<file path="src/rtl/phase_comp.sv">
// Frame-rotating phase compensator: ping-pong buffers FFT_LEN-sample frames and replays each one circularly rotated by a per-frame offset.
// Optional start-of-frame output is enabled by defining PHASECOMP_SOF_EN.
module phase_comp #(
  parameter int WIDTH   = 16,
  parameter int FFT_LEN = 32,
  parameter int DEC_FAC = 24
) (
  input  logic             clk,
  input  logic             rst,
  input  logic             en,
  input  logic [WIDTH-1:0] din,
  output logic             vout,
`ifdef PHASECOMP_SOF_EN
  output logic             sof,
`endif
  output logic [WIDTH-1:0] dout
);

  localparam int AW = $clog2(FFT_LEN);
  localparam logic [AW-1:0] LAST = AW'(FFT_LEN - 1);
  localparam logic [AW-1:0] DEC  = AW'(DEC_FAC);

  logic [WIDTH-1:0] bank_q [2][FFT_LEN];
  logic [AW-1:0]    ctr_q, shift_q;
  logic             wbank_q, primed_q, vout_q;
  logic [WIDTH-1:0] dout_q;

  logic [AW-1:0] ctr_d, shift_d, rd_addr;
  assign ctr_d   = ctr_q + AW'(1);
  assign shift_d = shift_q + DEC;
  assign rd_addr = ctr_q + shift_q;

  // Bank storage carries no reset; the primed flag keeps unwritten data off the output.
  always_ff @(posedge clk) begin
    if (!rst && en) bank_q[wbank_q][ctr_q] <= din;
  end

  always_ff @(posedge clk) begin
    if (rst) begin
      ctr_q    <= '0;
      shift_q  <= '0;
      wbank_q  <= 1'b0;
      primed_q <= 1'b0;
      vout_q   <= 1'b0;
      dout_q   <= '0;
    end else begin
      vout_q <= en & primed_q;
      if (en) begin
        if (primed_q) dout_q <= bank_q[~wbank_q][rd_addr];
        ctr_q <= ctr_d;
        if (ctr_q == LAST) begin
          wbank_q  <= ~wbank_q;
          primed_q <= 1'b1;
          // The first frame boundary starts readout of frame 0, which keeps shift 0.
          if (primed_q) shift_q <= shift_d;
        end
      end
    end
  end

  assign vout = vout_q;
  assign dout = dout_q;

`ifdef PHASECOMP_SOF_EN
  logic sof_q;
  always_ff @(posedge clk) begin
    if (rst) sof_q <= 1'b0;
    else     sof_q <= en & primed_q & (ctr_q == '0);
  end
  assign sof = sof_q;
`endif

endmodule

</file>
<file path="config.mk">
export PLATFORM = sky130hd
export DESIGN_NAME = phase_comp
export DESIGN_NICKNAME = d
export VERILOG_FILES = /design/src/rtl/phase_comp.sv
export SDC_FILE = /design/constraint.sdc
export NUM_CORES = 1
export LEC_CHECK = 0
export ABC_AREA = 1
export CAP_MARGIN = 10
export CORE_ASPECT_RATIO = 1.1
export CORE_MARGIN = 5
export CORE_UTILIZATION = 57
export DETAILED_ROUTE_END_ITERATION = 6
export PLACE_DENSITY = 0.7
export SETUP_SLACK_MARGIN = 0.4
export SYNTH_ARGS = -nofsm -noshare
export SYNTH_HDL_FRONTEND = slang
export SYNTH_SLANG_ARGS = --single-unit
</file>
<file path="constraint.sdc">
create_clock -name clk -period 3.95 [get_ports clk]
set_input_delay 0.79 -clock clk [delete_from_list [all_inputs] [get_ports clk]]
set_output_delay 0.79 -clock clk [all_outputs]
set_load 0.01 [all_outputs]
</file>
### After elaboration in Yosys (flattened, before gate mapping)

Memory sizes are Yosys's and may differ from the RTL's.
Index checks and enable logic that the tools add are counted.

* bits in read-only memories: 0
* memories: 1
* memory bits (writable): 1024
* bits in latches: 0
* bits in registers: 29
* output and inout bits: 17
* word-level logic and storage cells: 31

* mux-type cells: 7
* div/mod/pow operators: 0
* $mul: 0
* reductions and logical operators: 6
* shift operators: 0
* $lt $le $gt $ge: 3
* $add $sub $neg: 3
* bitwise operators: 4
* equality and inequality tests: 1

Memory list
* bank_q: depth 2, bits a word 512, rd ports 1, clocked after Yosys merged registers in 0, write ports 1, line 23 `logic [WIDTH-1:0] bank_q [2][FFT_LEN];`

Operators with widths (count)
* 2-to-1 mux 512 bit: 1
* binary-select mux 16 bit (select 5 bit): 1
* demux 16 bit (select 5 bit): 1
* 2-to-1 mux 16 bit: 3
* >= comparator 6 bit, second input constant: 2
* inverter 5 -> 6 bit: 2
* < comparator 6 x 1 -> 1 bit, second input constant: 1
* adder 5 x 1 -> 5 bit, second input constant: 1
* adder 5 bit: 1
* adder 5 bit, second input constant: 1
* == test 5 bit, second input constant: 1
* AND reduction 2 bit: 2
* AND reduction 3 bit: 1
* logical AND 1 bit: 2
* bitwise AND 1 bit: 1
* logical NOT 1 bit: 1
* 2-to-1 mux 1 bit: 1
* inverter 1 bit: 1

### Depth between registers and ports, before layout

* depth in word-level cells: 6
* depth in mapped cells: 16
* depth with buffers taken out: 12

### Least setup slack after synthesis

No wires, ideal clock.

* kind: input-to-reg
* start point: input port en
* end point: memory bank_q[0][16] in the netlist's numbering (enable)
* setup slack: 0.763 ns
* arrival: 2.778 ns
* data required time: 3.541 ns
* buffers on the path: 2
* cell stages on the path: 6
* library setup time: 0.409 ns
* cell sequence: clkbuf_1 > inv_1 > nor2_1 > nand2_1 > clkbuf_1 > nor3_1

* cells in the longest elaborated chain, start to end: 3

Ends and longest elaborated chain
* start: declaration: line 10 `input logic en,`
* logical AND 1 bit: line 35 `if (!rst && en) bank_q[wbank_q][ctr_q] <= din;`
* 2-to-1 mux 1 bit: line 35
* 2-to-1 mux 512 bit (implied by the code): line 35
* end: declaration: line 23

Every way passes these cells.

### Final worst setup path

* start point: register ctr_q[1]
* end point: register dout_q[11] (netlist: dout[11])

* cells in the longest elaborated chain, start to end: 5

Ends and longest elaborated chain
* start: declaration: line 24 `logic [AW-1:0] ctr_q, shift_q;`
* start signal: assignment: line 50 `ctr_q <= ctr_d;`
* adder 5 bit: line 31 `assign rd_addr = ctr_q + shift_q;`
* inverter 5 -> 6 bit: line 49 `if (primed_q) dout_q <= bank_q[~wbank_q][rd_addr];`
* binary-select mux 16 bit (select 5 bit): line 49
* 2-to-1 mux 16 bit (implied by the code) (2 in series): line 49
* end signal: assignment: line 49
* end: declaration: line 26 `logic [WIDTH-1:0] dout_q;`

Every way passes these cells. The select of a mux whose other input is x is not followed.
A chain may end at the register's enable or synchronous reset.

==> run summary <==
Status = finished, final reports clean
Pleak = 17.7 nW
DRT iter0 DRCs = 3,663
WHS Path Cells = 2
Htree depth = 3
Worst min-delay path class = reg2reg
# nets final = 3,918
Synth Instances = 3,863
Mapped cell area = 0.0433 mm^2
Setup ws final = 0.975 ns
Final TNS setup = 0 ns
Post-DP HPWL = 68,000 um
Seq/Total Area, Yosys = 72.3%
Initial Util = 57.1%
Quantity of gates resized following cts = 0
I/O pin count = 36
I/O Buffers = 35
Crit path DAT = 3.53 ns
First-pass GRT wire length = 170,000 um
Critical Path, Cell by Cell = nand2_2 > clkinv_1 > buf_4 > nand3_1 > nand2_1 > a21oi_1 > nand2_1 > nand3_1 > nand3_1 > nand2_1 > inv_1
Slew Viols, Final = 0
Max incr delay on CP = 0.68 ns
Cts bufs inserted = 99
Chip width = 273 um
Dpl ws = 0.504 ns
Layout Skew = 0.0243 ns
Fmax = 0.336 GHz
Worst slew pin tran = 1.06 ns
Slew headroom = 29.5%
Final setup fails = 0
Final Hold Fails = 0
Worst path required time = 4.50 ns
Post-synth EDFFs = 1,024
RSZ-0062 raised after global routing = false
Initial antenna violation count = 4
Mapped Nets = 3,888
DRC Markers = 0
Worst vdd ir = 0.000554 V
Tmin final = 2.97 ns
Clk sinks = 1,050
Startpoint Class = flop
Post-synth top flop = edfxtp_1
Vias in the first global route = 26,977
Clock Tree Buf Depth = 3
Clock Latency Late Sink = 0.66 ns
Commonest cells after routing, fill and taps aside = nand2_1 (1,027), edfxtp_1 (1,024), nor2_1 (581)
Syn_area_per_cell = 11.2 um^2
Pin count of the biggest net entering global routing = 206
Critical Path Slowest Stage Cell = clkinv_1
Final WL = 115,000 um
Commonest non-fill, non-tap cell in the layout = nand2_1
Overall routing resource usage = 27.8%
Post-route ant nets = 0
Hold buffers post-CTS = 0
Clock-pin slew on the worst setup and hold paths = 0.06 ns
CTS root buf = clkbuf_16
Seq cells post-synth = 1,050
Syn. warnings = 0
CP max FO = 32
Pwr/cell area = 467 mW/mm^2
Setup bufs post-CTS = 0
Max-Cap Viols = 0
Gpl congestion = 0.917
Layout area overhead = 11.3%
Post-synth cell types = 30
Chip Height = 299 um
CTS tree = built
Core footprint = 0.0757 mm^2
Async SR Flop Fraction = 0%
R2R cell count = 11
Fraction of the cycle the final worst path needs = 75.3%
Via Count = 28,909
Avg WL per Cell = 23.0 um
DRT Pass-1 Iters = 6
Drt via density = 5.78
CP Capture Type = flop
Worst setup path class = reg2reg
Std-Cell Rows = 106
Overflow after GRT = 0
Die Area = 0.0815 mm^2
Layout cells sized above 1 = 8.60%
power breakdown:
group          total (mW)  switching, mW  leakage [nW]  internal, mW
clock                9.28           4.05          1.55          5.24
sequential           12.3         0.0183          9.42          12.2
combinational       0.974          0.766          6.76         0.208
total                22.5           4.83          17.7          17.7
flip-flops by register name, summed over array words and instances (netlist names):
register / cells
dout: 16
shift_q: 2
primed_q: 1
ctr_q: 5
vout: 1
bank_q: 1024
wbank_q: 1
synth_stat cells (2+ instances only):
library cell / number / share of area, %
buf_1: 22 / 0.19
nand3_1: 450 / 5.2
nor2_1: 581 / 5.0
a21oi_1: 57 / 0.66
o21ai_1: 8 / 0.093
dfxtp_1: 26 / 1.2
nor3_1: 48 / 0.56
edfxtp_1: 1024 / 71
buf_2: 99 / 1.1
or2_2: 10 / 0.14
and3_1: 10 / 0.14
inv_1: 159 / 1.4
o21ai_0: 213 / 2.5
clkbuf_1: 70 / 0.61
clkinv_1: 2 / 0.017
a211oi_1: 2 / 0.035
buf_6: 14 / 0.36
nand2_1: 1027 / 8.9
buf_4: 24 / 0.42
ha_1: 6 / 0.17
xor2_1: 2 / 0.040
stage by stage:
stage               area, um^2  std cells  power [mW]  hold slack (ns)  util (%)
floorplan                43300       3863        12.9            0.432         -
global placement         45000       4818        13.4            0.465      59.4
detailed placement       45000       4818        13.4            0.473      59.4
CTS                      48200       5001        22.6            0.483      63.6
global route             48200       5001        23.1            0.505      63.6
finish                   48200       5005        22.5            0.490      63.6
final cells by class:
type / instances / area (um^2)
sequential: 1050 / 31300
fill: 5664 / 27600
multi-input combinational: 2419 / 10400
clock buffer: 122 / 2580
timing repair buffer: 160 / 1420
tap: 1026 / 1280
inverter: 163 / 636
clock inverter: 61 / 552
antenna: 4 / 10.0
path summary, 6_finish.rpt:
kind | start | endpoint | slack, ns
min reg2reg | primed_q$_SDFFE_PP0P_ | primed_q$_SDFFE_PP0P_ | 0.49
max reg2reg | ctr_q[1]$_SDFFE_PP0P_ | dout[11]$_SDFFE_PP0P_ | 0.98
min | primed_q$_SDFFE_PP0P_ | primed_q$_SDFFE_PP0P_ | 0.49
max | ctr_q[1]$_SDFFE_PP0P_ | dout[11]$_SDFFE_PP0P_ | 0.98
layer usage:
metal | GRT usage [%] | up-vias | routed length, um
met2 | 44.3 | 1528 | 54400
li1 | - | 13221 | -
met1 | 39.2 | 13907 | 44400
met4 | 10.2 | 2 | 4570
met5 | 0 | - | 14
met3 | 4.83 | 251 | 11700
critical path: cells and delay by family (launching register included):
kind            cells  cell delay, ns
compound gates      1            0.27
buf+inv             3            1.21
flops               1            0.56
simple gates        7            0.82
logic make-up (layout without fill, tap and decap cells):
logic type | Yosys count | after routing | share of synthesized area, %
simple gates | 2129 | 2129 | 20.0
fa+ha+maj | 6 | 6 | 0.173
other cells | 0 | 4 | 0
flops | 1050 | 1050 | 72.3
buf+inv | 394 | 506 | 4.19
xor+xnor | 3 | 3 | 0.0781
compound gates | 281 | 281 | 3.26
Note: power is estimated with default switching activity, not from simulation.
